==> src/rtl/alu_rr_scheduler_if.sv <==
// Bundle between the requesting units, the shared ALU and the round-robin scheduler.
// The scheduler takes the slave view; requesters and the ALU model take the master view.
interface alu_rr_scheduler_if #(
  parameter int DATA_W = 32,
  parameter int OP_W   = 3
);
  logic [3:0]          req;
  logic [4*OP_W-1:0]   op_in;
  logic [4*DATA_W-1:0] a_in;
  logic [4*DATA_W-1:0] b_in;
  logic [OP_W-1:0]     alu_op;
  logic [DATA_W-1:0]   alu_a;
  logic [DATA_W-1:0]   alu_b;
  logic                alu_start;
  logic [DATA_W-1:0]   alu_result;
  logic [3:0]          grant;
  logic [3:0]          done;
  logic [DATA_W-1:0]   result;
  logic                busy;

  modport master (
    output req, op_in, a_in, b_in, alu_result,
    input  alu_op, alu_a, alu_b, alu_start, grant, done, result, busy
  );

  modport slave (
    input  req, op_in, a_in, b_in, alu_result,
    output alu_op, alu_a, alu_b, alu_start, grant, done, result, busy
  );
endinterface

==> src/rtl/alu_rr_scheduler.sv <==
// Round-robin scheduler sharing one ALU among four requesters: arbitrate, latch operands,
// launch one fixed-latency operation and return its result with a one-cycle done pulse.
module alu_rr_scheduler #(
  parameter int DATA_W  = 32,
  parameter int OP_W    = 3,
  parameter int ALU_LAT = 1
) (
  input  logic                clk,
  input  logic                rst,
  alu_rr_scheduler_if.slave   bus
);

  typedef enum logic [1:0] {
    IDLE  = 2'd0,
    ISSUE = 2'd1,
    EXEC  = 2'd2,
    DONE  = 2'd3
  } state_t;

  localparam logic [3:0] CNT_LOAD = 4'(ALU_LAT - 1);

  state_t              state_r, state_s;
  logic [1:0]          ptr_r, ptr_s;
  logic [1:0]          idx_r, idx_s;
  logic [3:0]          cnt_r, cnt_s;
  logic [3:0]          grant_r, grant_s;
  logic [3:0]          done_r, done_s;
  logic                start_r, start_s;
  logic                busy_r, busy_s;
  logic [OP_W-1:0]     op_r, op_s;
  logic [DATA_W-1:0]   a_r, a_s;
  logic [DATA_W-1:0]   b_r, b_s;
  logic [DATA_W-1:0]   result_r, result_s;
  logic [1:0]          win_s;
  logic                found_s;

  // Round-robin pick: first requester set in order ptr+1, ptr+2, ptr+3, ptr
  always_comb begin
    win_s   = ptr_r;
    found_s = 1'b0;
    for (int k = 1; k <= 4; k++) begin
      win_s   = (!found_s && bus.req[2'(ptr_r + 2'(k))]) ? 2'(ptr_r + 2'(k)) : win_s;
      found_s = found_s | bus.req[2'(ptr_r + 2'(k))];
    end
  end

  // State register
  always_ff @(posedge clk) begin
    if (rst) begin
      state_r <= IDLE;
    end else begin
      state_r <= state_s;
    end
  end

  // Next-state logic
  always_comb begin
    state_s = state_r;
    case (state_r)
      IDLE:    state_s = found_s ? ISSUE : IDLE;
      ISSUE:   state_s = EXEC;
      EXEC:    state_s = (cnt_r == 4'd0) ? DONE : EXEC;
      DONE:    state_s = IDLE;
      default: state_s = IDLE;
    endcase
  end

  // Next values of the registered outputs; everything leaves through flops
  always_comb begin
    ptr_s    = ptr_r;
    idx_s    = idx_r;
    cnt_s    = cnt_r;
    grant_s  = grant_r;
    op_s     = op_r;
    a_s      = a_r;
    b_s      = b_r;
    result_s = result_r;
    start_s  = 1'b0;
    done_s   = 4'b0000;
    busy_s   = (state_s != IDLE);
    case (state_r)
      IDLE: begin
        if (found_s) begin
          idx_s   = win_s;
          ptr_s   = win_s;
          grant_s = 4'b0001 << win_s;
          op_s    = bus.op_in[int'(win_s)*OP_W +: OP_W];
          a_s     = bus.a_in[int'(win_s)*DATA_W +: DATA_W];
          b_s     = bus.b_in[int'(win_s)*DATA_W +: DATA_W];
          start_s = 1'b1;
        end else begin
          grant_s = 4'b0000;
        end
      end
      ISSUE: cnt_s = CNT_LOAD;
      EXEC: begin
        if (cnt_r == 4'd0) begin
          result_s = bus.alu_result;
          done_s   = 4'b0001 << idx_r;
        end else begin
          cnt_s = cnt_r - 4'd1;
        end
      end
      DONE:    grant_s = 4'b0000;
      default: grant_s = 4'b0000;
    endcase
  end

  // Output and datapath registers; ptr resets to 3 so requester 0 wins first
  always_ff @(posedge clk) begin
    if (rst) begin
      ptr_r    <= 2'd3;
      idx_r    <= 2'd0;
      cnt_r    <= 4'd0;
      grant_r  <= 4'b0000;
      done_r   <= 4'b0000;
      start_r  <= 1'b0;
      busy_r   <= 1'b0;
      op_r     <= '0;
      a_r      <= '0;
      b_r      <= '0;
      result_r <= '0;
    end else begin
      ptr_r    <= ptr_s;
      idx_r    <= idx_s;
      cnt_r    <= cnt_s;
      grant_r  <= grant_s;
      done_r   <= done_s;
      start_r  <= start_s;
      busy_r   <= busy_s;
      op_r     <= op_s;
      a_r      <= a_s;
      b_r      <= b_s;
      result_r <= result_s;
    end
  end

  assign bus.alu_op    = op_r;
  assign bus.alu_a     = a_r;
  assign bus.alu_b     = b_r;
  assign bus.alu_start = start_r;
  assign bus.grant     = grant_r;
  assign bus.done      = done_r;
  assign bus.result    = result_r;
  assign bus.busy      = busy_r;

endmodule

==> src/flat_wrapper.sv <==
// flat-port wrapper written by rule: the top's interface ports become plain ports
module alu_rr_scheduler_flat 
#(
  parameter int DATA_W  = 32,
  parameter int OP_W    = 3,
  parameter int ALU_LAT = 1
)
  (clk, rst, bus_req, bus_op_in, bus_a_in, bus_b_in, bus_alu_result, bus_alu_op, bus_alu_a, bus_alu_b, bus_alu_start, bus_grant, bus_done, bus_result, bus_busy);
  alu_rr_scheduler_if #(.DATA_W(DATA_W), .OP_W(OP_W)) bus_i ();
  input  logic clk;
  input  logic rst;
  input wire logic [$bits(bus_i.req)-1:0] bus_req;
  input wire logic [$bits(bus_i.op_in)-1:0] bus_op_in;
  input wire logic [$bits(bus_i.a_in)-1:0] bus_a_in;
  input wire logic [$bits(bus_i.b_in)-1:0] bus_b_in;
  input wire logic [$bits(bus_i.alu_result)-1:0] bus_alu_result;
  output wire logic [$bits(bus_i.alu_op)-1:0] bus_alu_op;
  output wire logic [$bits(bus_i.alu_a)-1:0] bus_alu_a;
  output wire logic [$bits(bus_i.alu_b)-1:0] bus_alu_b;
  output wire logic [$bits(bus_i.alu_start)-1:0] bus_alu_start;
  output wire logic [$bits(bus_i.grant)-1:0] bus_grant;
  output wire logic [$bits(bus_i.done)-1:0] bus_done;
  output wire logic [$bits(bus_i.result)-1:0] bus_result;
  output wire logic [$bits(bus_i.busy)-1:0] bus_busy;
  assign bus_i.req = bus_req;
  assign bus_i.op_in = bus_op_in;
  assign bus_i.a_in = bus_a_in;
  assign bus_i.b_in = bus_b_in;
  assign bus_i.alu_result = bus_alu_result;
  assign bus_alu_op = bus_i.alu_op;
  assign bus_alu_a = bus_i.alu_a;
  assign bus_alu_b = bus_i.alu_b;
  assign bus_alu_start = bus_i.alu_start;
  assign bus_grant = bus_i.grant;
  assign bus_done = bus_i.done;
  assign bus_result = bus_i.result;
  assign bus_busy = bus_i.busy;
  alu_rr_scheduler #(.DATA_W(DATA_W), .OP_W(OP_W), .ALU_LAT(ALU_LAT)) u_core (.clk(clk), .rst(rst), .bus(bus_i));
endmodule
==> config.mk <==
export PLATFORM = sky130hd
export DESIGN_NAME = alu_rr_scheduler_flat
export DESIGN_NICKNAME = d
export VERILOG_FILES = /design/src/rtl/alu_rr_scheduler_if.sv /design/src/rtl/alu_rr_scheduler.sv /design/src/flat_wrapper.sv
export SDC_FILE = /design/constraint.sdc
export NUM_CORES = 1
export LEC_CHECK = 0
export ABC_AREA = 1
export BUFFER_PORTS_ARGS = -buffer_cell sky130_fd_sc_hd__buf_2
export CELL_PAD_IN_SITES_DETAIL_PLACEMENT = 0
export CELL_PAD_IN_SITES_GLOBAL_PLACEMENT = 1
export CORE_MARGIN = 4
export CORE_UTILIZATION = 30
export CTS_CLUSTER_DIAMETER = 150
export DETAILED_ROUTE_END_ITERATION = 8
export PLACE_DENSITY = 0.87
export SYNTH_ARGS = -nofsm -noshare
export SYNTH_HDL_FRONTEND = slang
export SYNTH_SLANG_ARGS = --single-unit
export TNS_END_PERCENT = 5
==> constraint.sdc <==
create_clock -name clk -period 2.6 [get_ports clk]
set_input_delay 0.26 -clock clk [delete_from_list [all_inputs] [get_ports clk]]
set_output_delay 0.26 -clock clk [all_outputs]
set_load 0.01 [all_outputs]
Word-level counts from Yosys, hierarchy flattened
Cells that the tools add are included.
- $add $sub $neg: 4
- $mul: 1
- order comparisons: 4
- equality and inequality tests: 4
- shift operators: 5
- mux-type cells: 20
- bitwise gates (word level): 6
- reductions and logical operators: 16
- operator list (kind ; number):
    $shiftx A128 B8 Y32 ; 2
    $shiftx A12 B32 Y3 ; 1
    $pmux W4 S2 ; 2
    $lt A2 B3 Y1 const B ; 4
    $bmux W1 S2 ; 4
    $mux W2 ; 4
    $mux W4 ; 2
    $pmux W2 S4 ; 1
    $shl A1 B2 Y4 const A ; 2
    $mux W1 ; 7
    $reduce_and A2 Y1 ; 3
    $reduce_bool A2 Y1 ; 3
    $add A2 B2 Y2 const B ; 2
    $eq A2 B2 Y1 const B ; 2
    $logic_not A4 Y1 ; 1
    $mul A2 B2 Y4 const B ; 1
    $sub A4 B1 Y4 const B ; 1
    $logic_and A1 B1 Y1 ; 3
    $logic_not A1 Y1 ; 3
    $not A1 Y1 ; 3
    $or A1 B1 Y1 ; 3
    $reduce_or A3 Y1 ; 1
    $add A2 B1 Y2 const B ; 1
    $eq A2 B1 Y1 const B ; 1
    3 further kinds ; 3
- flip-flop bits (word level): 119
- bits of input ports: 306
- output and inout port bits: 109
- word-level logic and storage cells: 72

Depth between registers and ports, before layout
Gate-level depths: netlist (run 1).
- depth after elaboration: 11
- depth in mapped cells: 15

Worst setup path after synthesis (run 1)
No wires, ideal clock.
- path type: register to register
- from: register u_core.ptr_r[0]
- to: register u_core.a_r[0], in the netlist u_core.bus.alu_a[0]
- library setup time: 0.128 ns
- data arrival time: 1.674 ns
- data required time: 2.472 ns
- path slack: 0.798 ns
- stages on the path, launching flop included: 16
- path buffers: 4
- clock period less this slack: 1.802 ns
- cells stage by stage: dfxtp_1 -> inv_2 -> buf_4 -> nand2_1 -> nand2_1 -> nand2_2 -> nand2_4 -> nor2_4 -> nand3_1 -> buf_4 -> buf_6 -> buf_6 -> nand3_1 -> nand3_1 -> nand2_1 -> a21oi_1
- word-level cells in the longest chain between the ends: 9
- elaborated cells on any way between the ends: 26
- RTL lines (item ; RTL line ; text):
    start: declaration ; alu_rr_scheduler.sv:23 ; logic [1:0] ptr_r, ptr_s;
    start signal: assignment ; alu_rr_scheduler.sv:124 ; ptr_r <= ptr_s;
    $add A2 B1 Y2 / $add A2 B2 Y2 (equally long branches) ; alu_rr_scheduler.sv:42, alu_rr_scheduler.sv:43 ;
    $bmux W1 S2 ; alu_rr_scheduler.sv:42, alu_rr_scheduler.sv:43 ;
    $mux W1 (not written as such) ; alu_rr_scheduler.sv:42, alu_rr_scheduler.sv:43 ;
    $logic_not A1 Y1 / $or A1 B1 Y1 (equally long branches) ; alu_rr_scheduler.sv:42, alu_rr_scheduler.sv:43 ;
    $logic_and A1 B1 Y1, or another cell as far along ; alu_rr_scheduler.sv:42 ; win_s = (!found_s && bus.req[2'(ptr_r + 2'(k))]) ? 2'(ptr_r + 2'(k)) : win_s;
    $mux W2, or another cell as far along ; alu_rr_scheduler.sv:42 ;
    $mux W2 / $logic_and A1 B1 Y1 (equally long branches) ; alu_rr_scheduler.sv:42 ;
    $mux W2 ; alu_rr_scheduler.sv:42 ;
    $shiftx A128 B8 Y32 ; alu_rr_scheduler.sv:88 ; a_s = bus.a_in[int'(win_s)*DATA_W +: DATA_W];
    end signal: assignment ; alu_rr_scheduler.sv:132 ; a_r <= a_s;
    end: declaration ; alu_rr_scheduler.sv:31 ; logic [DATA_W-1:0] a_r, a_s;
Parallel ways exist; a longest one is shown, timed or not. The select of a mux whose other input is x is not followed.
A chain may end at the register's enable or synchronous reset.

Worst setup path after layout (run 1)
- from: register u_core.ptr_r[1]
- to: register u_core.a_r[3], in the netlist u_core.bus.alu_a[3]
The elaborated chain is that of the path after synthesis.

==> impl_metrics.py, run 1 <==
metrics = {
    "run_status": {
        "outcome": "complete, no violations",
    },
    "cts": {
        "cts_root_buf": "clkbuf_16",
        "clk_latency_ns": 0.42,
        "cts_tree": "yes",
        "htreeDepth": 4,
        "cts_hold_buf": 0,
        "cts.clk_slew.worst_paths_ns": 0.06,
        "clock-sinks": 119,
        "post_cts_buffers": 0,
        "ctsResizeCount": 0,
        "clockBufferDepth": 2,
        "cts_buffers": 17,
    },
    "grt": {
        "grt_use_total": 0.2133,
        "grt_max_degree": 103,
        "grt_pass1_vias": 8488,
        "antenna_found_initial": 1,
        "grt_pass1_wl_um": 44900,
        "overflow": 0,
    },
    "sta": {
        "slew_viol_final": 0,
        "rsz0062_at_grt": "false",
        "worst_pin_slew_ns": 0.4292,
        "final_hold_viol_count": 0,
        "setup_viol": 0,
        "slew_headroom": 0.7139,
        "fmax_ghz": 0.4480,
        "fin_crit_sh": 0.8585,
        "finalClockSkew_ns": 0.01434,
        "fin_tns_setup_ns": 0,
        "period_needed_ns": 2.232,
    },
    "logic_synthesis": {
        "avgSynthCellArea_um2": 6.642,
        "synth_seq_cells": 119,
        "syn_inst": 1053,
        "synth_cell_types": 31,
        "synth_compound_area_frac": 0.1397,
        "syn_nets": 1363,
        "synthSimpleGateAreaFrac": 0.4177,
        "yosys.area_share.adder": 0.007156,
        "synth_top_family_by_area": "simple AND/OR/NAND/NOR gates",
        "synthXorXnorAreaFrac": 0.001252,
        "ys_seq_area_frac": 0.3406,
        "synth.cell_area_mm2": 0.006994,
        "ys_warn_count": 0,
        "muxShareOfSynthArea": 0,
    },
    "layout": {
        "nets": 1713,
        "finish.utilization": 0.4316,
        "drive_above_1_share": 0.3503,
        "nFillCells": 2451,
        "syn_to_final_growth_pct": 40.57,
    },
    "floorplan": {
        "die_h_um": 160.7,
        "dieWidth_um": 160.7,
        "io_pins": 415,
        "core_mm2": 0.02278,
        "dieArea_mm2": 0.02582,
        "start_util": 0.3071,
        "rows": 55,
    },
    "worst_setup_path": {
        "crit_top_cell": "nand2_1",
        "cp.required_ns": 2.89,
        "crit_slowest_cell": "dfxtp_1",
        "worstPathArrival_ns": 2.52,
        "cp_max_fo": 18,
        "end_kind": "register",
        "start_kind": "register",
        "critPathMaxStageDelay_ns": 0.43,
        "critical_path.top_delay_family": "simple AND/OR/NAND/NOR gates",
        "crit_chain": "inv_2 -> nand2_1 -> nand2_1 -> nand2_2 -> nand2_4 -> nor2_4 -> nand3_1 -> nand2_2 -> buf_4 -> nand3_1 -> nand2_1 -> a21oi_1",
        "worstSetupPathType": "register to register",
        "path_buf_inv": 2,
    },
    "power_and_ir_drop": {
        "p_leak_nw": 4.998,
        "ir_drop_mv": 0.9812,
        "power.density_mw_per_mm2": 1581,
    },
    "placed_design": {
        "dp_hpwl_um": 21050,
        "place_congestion": 0.8578,
        "portBuffers": 414,
    },
    "flow_run": {
        "maxCapViolations": 0,
    },
    "drt": {
        "antenna_left": 0,
        "num_vias": 8931,
        "routed_wl_um": 28970,
        "first_pass_iters": 6,
        "drc_errors": 0,
        "drt_iter0_markers": 769,
        "routed_via_density": 5.162,
        "wl_per_cell_um": 16.75,
    },
    "hold_path": {
        "hold_path_class": "primary input to register",
    },
}
-- power breakdown --
part           internal [mW]  switching, mW
clock network           1.45          0.911
registers               2.55          0.323
logic                   3.60           6.72
total                   7.59           7.96
-- worst min-delay path, delay by kind of cell --
| kind | cells | cell delay, ns |
|---|---|---|
| simple gates | 1 | 0.07 |
| compound gates | 1 | 0.07 |
| buf+inv | 1 | 0.07 |
-- state kept, by name, summed over array words and instances (netlist names) --
| signal | flops |
|---|---|
| u_core.bus.alu_a | 32 |
| u_core.bus.alu_b | 32 |
| u_core.bus.result | 32 |
| u_core.bus.done | 4 |
| u_core.bus.grant | 4 |
| u_core.cnt_r | 4 |
| u_core.bus.alu_op | 3 |
| u_core.idx_r | 2 |
| u_core.ptr_r | 2 |
| u_core.state_r | 2 |
| u_core.bus.alu_start | 1 |
| u_core.bus.busy | 1 |
-- per-stage QoR --
stage / cells / total power [mW] / setup slack, ns / instance area (µm²) / hold slack (ns)
floorplan: 1053 / 10.28 / 0.7978 / 6994 / 0.4261
global placement: 1697 / 13.20 / 0.4222 / 9240 / 0.4375
detailed placement: 1697 / 13.29 / 0.3957 / 9240 / 0.4532
CTS: 1729 / 15.70 / 0.3844 / 9829 / 0.08645
global route: 1730 / 17.08 / 0.1378 / 9832 / 0.1037
finish: 1730 / 15.54 / 0.3680 / 9832 / 0.09781
-- routing by layer --
| layer | vias up | track usage | routed length, µm |
|---|---|---|---|
| met5 | - | 0 | 0 |
| met3 | 45 | 0.05594 | 2288 |
| met4 | 0 | 0.08492 | 886 |
| li1 | 4387 | - | - |
| met1 | 4101 | 0.2557 | 11600 |
| met2 | 398 | 0.3644 | 14200 |
-- cells in the mapped netlist --
cell type	instances	area share
nand4_1	3	0.0027
nand2_2	5	0.0045
inv_1	14	0.0075
nor2_4	1	0.0016
nor2_1	76	0.041
o21ai_0	72	0.052
xor2_1	1	0.0013
a21oi_2	11	0.014
nand2_4	2	0.0032
o21bai_1	1	0.0011
a22o_1	2	0.0025
clkinv_1	1	0.00054
nand3b_1	1	0.0011
nand2_1	114	0.061
buf_6	12	0.019
a211oi_1	2	0.0021
buf_1	6	0.0032
o21ai_1	30	0.021
dfxtp_1	119	0.34
nand3_2	1	0.0014
ha_1	4	0.0072
nand3_1	415	0.30
buf_2	43	0.031
buf_4	11	0.012
inv_2	4	0.0021
nor3b_1	1	0.0011
o211ai_1	2	0.0021
nor3_1	1	0.00071
a21oi_1	63	0.045
clkbuf_1	34	0.018
nand3_4	1	0.0025
-- final timing paths --
path / startpoint / to / slack (ns) / cells after the start
setup reg to reg: u_core.ptr_r[1] / u_core.bus.alu_a[3] / 0.37 / 12
hold reg to reg: u_core.bus.grant[1] / u_core.bus.grant[1] / 0.46 / 2
hold / removal: bus_alu_result[4] / u_core.bus.result[4] / 0.1 / 3
setup / recovery: u_core.ptr_r[1] / u_core.bus.alu_a[3] / 0.37 / 12
-- cells by family after synthesis --
logic type      count (synthesis)
flops                         119
compound gates                183
fa+ha+maj                       4
simple gates                  621
buf+inv                       125
xor+xnor                        1
-- cells in the final DEF, fill, tap and decap left out, types with 5 or more instances in the layout --
cell type,n
nand3_1,414
inv_1,13
clkbuf_16,17
dfxtp_1,119
clkinv_4,5
a21oi_1,63
buf_2,414
nor2_1,76
buf_12,13
buf_4,10
nand2_1,113
o21ai_1,30
a21oi_2,11
nand2_2,5
o21ai_0,72
-- final cells by class --
type	count	area, µm²	area share
repair buffers	437	2407	0.2448
diodes	1	2.502	0.0002545
multi-input cells	809	3985	0.4053
flip-flops and latches	119	2382	0.2423
well taps	313	391.6	0.03983
inverters	19	73.82	0.007508
clock buffers	19	442.9	0.04505
clock inverters	13	146.4	0.01489
(Power assumes the default switching activity.)
==> run 2, diff against run 1 <==
ABC_CLOCK_PERIOD_IN_PS = 2600   (was default)
CELL_PAD_IN_SITES_DETAIL_PLACEMENT = default   (was 0)
CELL_PAD_IN_SITES_GLOBAL_PLACEMENT = default   (was 1)
CTS_BUF_LIST = sky130_fd_sc_hd__clkbuf_16   (was default)
PLACE_DENSITY = 0.62   (was 0.87)
==> run 2 against run 1 <==
Global-route usage increased by 0.65 points. Fmax decreased by 0.36%. Highest routed layer is now met5. First-iteration DRC count decreased by 20%. Combinational power about the same. Hold slack got worse by 0.00060 ns. Clock power increased by 6%. Wire length increased by 3.6%. Sequential power about the same.
==> impl_metrics.py, run 2 (synthesis results as in run 1) <==
metrics = {
    "sta": {
        "worst_pin_slew_ns": 0.6341,
        "slew_viol_final": 0,
        "fmax_ghz": 0.4464,
        "finalClockSkew_ns": 0.006966,
        "final_hold_viol_count": 0,
        "setup_viol": 0,
        "period_needed_ns": 2.240,
        "slew_headroom": 0.5773,
        "fin_crit_sh": 0.8616,
        "rsz0062_at_grt": "false",
        "fin_tns_setup_ns": 0,
    },
    "cts": {
        "clock-sinks": 119,
        "ctsResizeCount": 0,
        "clockBufferDepth": 2,
        "clk_latency_ns": 0.41,
        "htreeDepth": 4,
        "cts_buffers": 17,
        "cts_hold_buf": 0,
        "cts_root_buf": "clkbuf_16",
        "cts.clk_slew.worst_paths_ns": 0.06,
        "cts_tree": "yes",
        "post_cts_buffers": 0,
    },
    "worst_setup_path": {
        "end_kind": "register",
        "start_kind": "register",
        "worstPathArrival_ns": 2.58,
        "cp_max_fo": 61,
        "worstSetupPathType": "register to register",
        "cp.required_ns": 2.94,
    },
    "drt": {
        "drt_iter0_markers": 613,
        "antenna_left": 0,
        "drc_errors": 0,
        "first_pass_iters": 6,
        "wl_per_cell_um": 17.22,
        "routed_wl_um": 30010,
        "routed_via_density": 5.119,
        "num_vias": 8923,
    },
    "grt": {
        "overflow": 0,
        "antenna_found_initial": 7,
        "grt_pass1_wl_um": 45750,
        "grt_use_total": 0.2198,
        "grt_pass1_vias": 8381,
        "grt_max_degree": 63,
    },
    "hold_path": {
        "hold_path_class": "primary input to register",
    },
    "layout": {
        "regArea_mm2": 0.002382,
        "multi_input_area_mm2": 0.003985,
        "final_cell_mix": "414 x nand3_1, 414 x buf_2, 119 x dfxtp_1",
        "nets": 1723,
        "finish.utilization": 0.4354,
        "nFillCells": 2420,
        "drive_above_1_share": 0.3555,
        "syn_to_final_growth_pct": 41.79,
        "instances_no_fill": 1743,
    },
    "placed_design": {
        "dp_hpwl_um": 22180,
        "portBuffers": 414,
        "placed_cells": 1707,
        "place_congestion": 0.8789,
    },
    "run_status": {
        "outcome": "complete, no violations",
    },
    "power_and_ir_drop": {
        "power.density_mw_per_mm2": 1599,
        "power_mw": 15.86,
        "ir_drop_mv": 0.8733,
        "p_leak_nw": 5.046,
    },
    "floorplan": {
        "core_mm2": 0.02278,
        "die_h_um": 160.7,
        "rows": 55,
        "dieWidth_um": 160.7,
        "dieArea_mm2": 0.02582,
        "start_util": 0.3071,
        "io_pins": 415,
    },
    "flow_run": {
        "maxCapViolations": 0,
    },
}
run 2: layout make-up:
cell class	count	area share
inverter	19	0.007444
clock inverter	15	0.01930
sequential	119	0.2402
tap	313	0.03949
multi-input combinational	809	0.4018
clock buffer	17	0.04290
timing repair buffer	447	0.2478
antenna	4	0.001009
run 2: power breakdown:
group	switching (mW)	leakage [nW]	total, mW	internal (mW)
clock network	0.968	0.297	2.50	1.53
registers	0.327	0.983	2.87	2.54
logic	6.80	3.77	10.5	3.69
run 2: stage by stage:
step | area (µm²) | hold WS (ns) | setup WS [ns]
2_1_floorplan | 6994 | 0.4261 | 0.7978
3_3_place_gp | 9290 | 0.4382 | 0.4083
3_5_place_dp | 9290 | 0.4400 | 0.3759
4_1_cts | 9907 | 0.07129 | 0.3302
5_1_grt | 9917 | 0.08220 | 0.1114
6_report | 9917 | 0.09721 | 0.3598
run 2: worst max-delay path, stage by stage, from the launching register on:
cell and delay, ns:
dfxtp_1 0.34, buf_4 0.19, nand2_1 0.08, nand2_1 0.13, nand2_1 0.10, nand2_2 0.17
nand3_4 0.13, nand2_4 0.22, buf_12 0.28, nand3_1 0.19, nand3_1 0.12, nand2_1 0.05
a21oi_1 0.12
run 2: routing by layer:
metal	routed length (µm)	GRT usage	part of all wire	vias up
met5	34	0	0.0011	-
met4	570	0.07522	0.019	6
met3	2503	0.06210	0.083	36
met2	14570	0.3657	0.49	406
met1	12340	0.2740	0.41	4068
li1	-	-	-	4407
run 2: path summary, 6_finish.rpt:
check	start	endpoint	slack, ns	cells after the start
max	u_core.ptr_r[0]	u_core.bus.alu_a[24]	0.36	12
min	bus_alu_result[5]	u_core.bus.result[5]	0.1	3
max reg2reg	u_core.ptr_r[0]	u_core.bus.alu_a[24]	0.36	12
min reg2reg	u_core.bus.grant[3]	u_core.bus.grant[3]	0.45	2
==> run 3, diff against run 2 <==
--- a/config.mk
+++ b/config.mk
@@ -9,10 +9,10 @@
 export ABC_CLOCK_PERIOD_IN_PS = 2600
 export BUFFER_PORTS_ARGS = -buffer_cell sky130_fd_sc_hd__buf_2
-export CORE_MARGIN = 4
-export CORE_UTILIZATION = 30
-export CTS_BUF_LIST = sky130_fd_sc_hd__clkbuf_16
+export CORE_AREA = 4 4 161 163
+export CTS_BUF_LIST = sky130_fd_sc_hd__clkbuf_4 sky130_fd_sc_hd__clkbuf_8
 export CTS_CLUSTER_DIAMETER = 150
 export DETAILED_ROUTE_END_ITERATION = 8
-export PLACE_DENSITY = 0.62
+export DIE_AREA = 0 0 165 167
+export PLACE_DENSITY = 0.6
 export SYNTH_ARGS = -nofsm -noshare
 export SYNTH_HDL_FRONTEND = slang
==> constraint.sdc (replaced) <==
create_clock -name clk -period 2.6 [get_ports clk]
set_input_delay 0.13 -clock clk [delete_from_list [all_inputs] [get_ports clk]]
set_output_delay 0.13 -clock clk [all_outputs]
set_load 0.01 [all_outputs]
==> run 3 against run 2 <==
Fmax fell by 5.1%. Wire length rose by 1.7%. Clock skew rose by 0.0048 ns. Setup slack got worse by 0.12 ns. Design area rose by 1.5%. Sequential share of layout area fell by 0.36 points.
==> impl_metrics.py, run 3 (synthesis results as in run 1) <==
metrics = {
    "run_status": {
        "outcome": "complete, no violations",
    },
    "worst_setup_path": {
        "end_kind": "register",
        "worstPathArrival_ns": 2.67,
        "crit_chain": "inv_2 -> nand2_1 -> nand2_1 -> nand2_2 -> nand2_4 -> nor2_4 -> nand3_4 -> buf_12 -> buf_12 -> nand3_1 -> nand3_1 -> nand2_1 -> a21oi_1",
        "cp.required_ns": 2.91,
        "cp-startpoint": "u_core.ptr_r[1]",
        "r2r_cells": 13,
        "reg2reg_setup_slack_ns": 0.24,
        "crit_slowest_cell": "dfxtp_1",
        "path_buf_inv": 3,
        "start_kind": "register",
        "crit_top_cell": "nand2_1",
        "worstSetupPathType": "register to register",
        "reg2reg_to": "u_core.bus.alu_b[17]",
        "critPathMaxStageDelay_ns": 0.43,
        "r2r_start": "u_core.ptr_r[1]",
        "critical_path.top_delay_family": "simple AND/OR/NAND/NOR gates",
        "cp_max_fo": 24,
    },
    "layout": {
        "nFillCells": 2565,
        "drive_above_1_share": 0.3485,
        "syn_to_final_growth_pct": 43.94,
        "final_cell_mix": "414 x nand3_1, 414 x buf_2, 119 x dfxtp_1",
        "instances_no_fill": 1785,
        "nets": 1752,
    },
    "sta": {
        "slew_headroom": 0.7008,
        "setup_viol": 0,
        "worst_pin_slew_ns": 0.4473,
        "fmax_ghz": 0.4237,
        "finalClockSkew_ns": 0.01181,
        "final_hold_viol_count": 0,
        "slew_viol_final": 0,
        "fin_tns_setup_ns": 0,
        "rsz0062_at_grt": "false",
        "period_needed_ns": 2.360,
        "fin_crit_sh": 0.9079,
    },
    "grt": {
        "grt_use_total": 0.2104,
        "grt_max_degree": 80,
        "grt_pass1_vias": 8688,
        "busiest_layer": "met2",
        "grt_pass1_wl_um": 46520,
        "grtUsageMet2": 0.3569,
        "grt_util_met3": 0.05437,
        "antenna_found_initial": 9,
        "overflow": 0,
        "globalRouteMet1Util": 0.2567,
    },
    "cts": {
        "htreeDepth": 4,
        "clock-sinks": 119,
        "cts_tree": "yes",
        "cts.clk_slew.worst_paths_ns": 0.08,
        "cts_root_buf": "clkbuf_8",
        "cts_buffers": 17,
        "post_cts_buffers": 0,
        "clk_latency_ns": 0.44,
        "clockBufferDepth": 2,
    },
    "drt": {
        "drc_errors": 0,
        "wl_per_cell_um": 17.09,
        "routed_wl_um": 30510,
        "num_vias": 9080,
        "antenna_left": 0,
        "routed_via_density": 5.087,
        "drt_iter0_markers": 615,
        "first_pass_iters": 5,
    },
    "floorplan": {
        "io_pins": 415,
        "rows": 57,
        "die_h_um": 167,
        "core_mm2": 0.02432,
        "start_util": 0.2876,
        "dieWidth_um": 165,
        "dieArea_mm2": 0.02756,
    },
    "hold_path": {
        "hold_path_class": "primary input to register",
        "min_from": "bus_alu_result[3]",
        "holdPathStages": 3,
        "holdPathEnd": "u_core.bus.result[3]",
    },
    "placed_design": {
        "place_congestion": 0.8531,
        "portBuffers": 414,
        "placed_cells": 1718,
        "dp_hpwl_um": 22460,
    },
    "power_and_ir_drop": {
        "ir_drop_mv": 0.7419,
        "power.density_mw_per_mm2": 1496,
        "p_leak_nw": 5.096,
    },
    "flow_run": {
        "maxCapViolations": 0,
    },
}
==> run 3: worst min-delay path, stage by stage <==
cell	delay [ns]
buf_2	0.07
o21ai_0	0.11
nor2_1	0.11
==> run 3: report_power, final <==
group,internal [mW],switching [mW]
Combinational,3.67,6.74
Sequential,2.54,0.330
Clock,0.915,0.866
Total,7.12,7.94
==> run 3: timing repair <==
action	CTS	global route
hold buffers	29	0
hold endpoints to repair	34	0
gates resized for setup	0	0
==> run 3: area by class of cell <==
class / instances / area [µm²] / area share
flip-flops and latches: 119 / 2382 / 0.2366
multi-input cells: 809 / 3985 / 0.3958
repair buffers: 476 / 2798 / 0.2779
inverters: 19 / 73.82 / 0.007333
diodes: 6 / 15.01 / 0.001491
clock buffers: 19 / 261.5 / 0.02598
well taps: 324 / 405.4 / 0.04027
clock inverters: 13 / 146.4 / 0.01454
==> run 3: how the worst max path moves through the flow <==
stage | endpoint | slack, ns | depth (start not counted)
floorplan | u_core.bus.alu_a[0] | 0.80 | 15
global placement | u_core.bus.alu_b[27] | 0.31 | 13
detailed placement | u_core.bus.alu_b[7] | 0.24 | 13
CTS | u_core.bus.alu_b[27] | 0.24 | 13
global route | u_core.bus.alu_b[20] | 0.007 | 13
finish | u_core.bus.alu_b[17] | 0.24 | 13
==> run 3: stage by stage <==
step | util | power, mW | setup slack (ns) | cell area [µm²] | hold WS, ns
CTS | 0.4133 | 15.21 | 0.2358 | 10050 | 0.01518
global route | 0.4140 | 16.63 | 0.007025 | 10070 | 0.02547
floorplan | - | 10.28 | 0.7978 | 6994 | 0.2967
detailed placement | 0.3846 | 13.33 | 0.2391 | 9354 | 0.3913
finish | 0.4140 | 15.06 | 0.2396 | 10070 | 0.04336
global placement | 0.3846 | 13.25 | 0.3104 | 9354 | 0.3804
==> run 3: per-layer routing <==
layer	vias to the layer above	part of all wire
li1	4475	-
met1	4119	0.40
met2	435	0.49
met3	45	0.089
met4	6	0.020
met5	-	0.0011
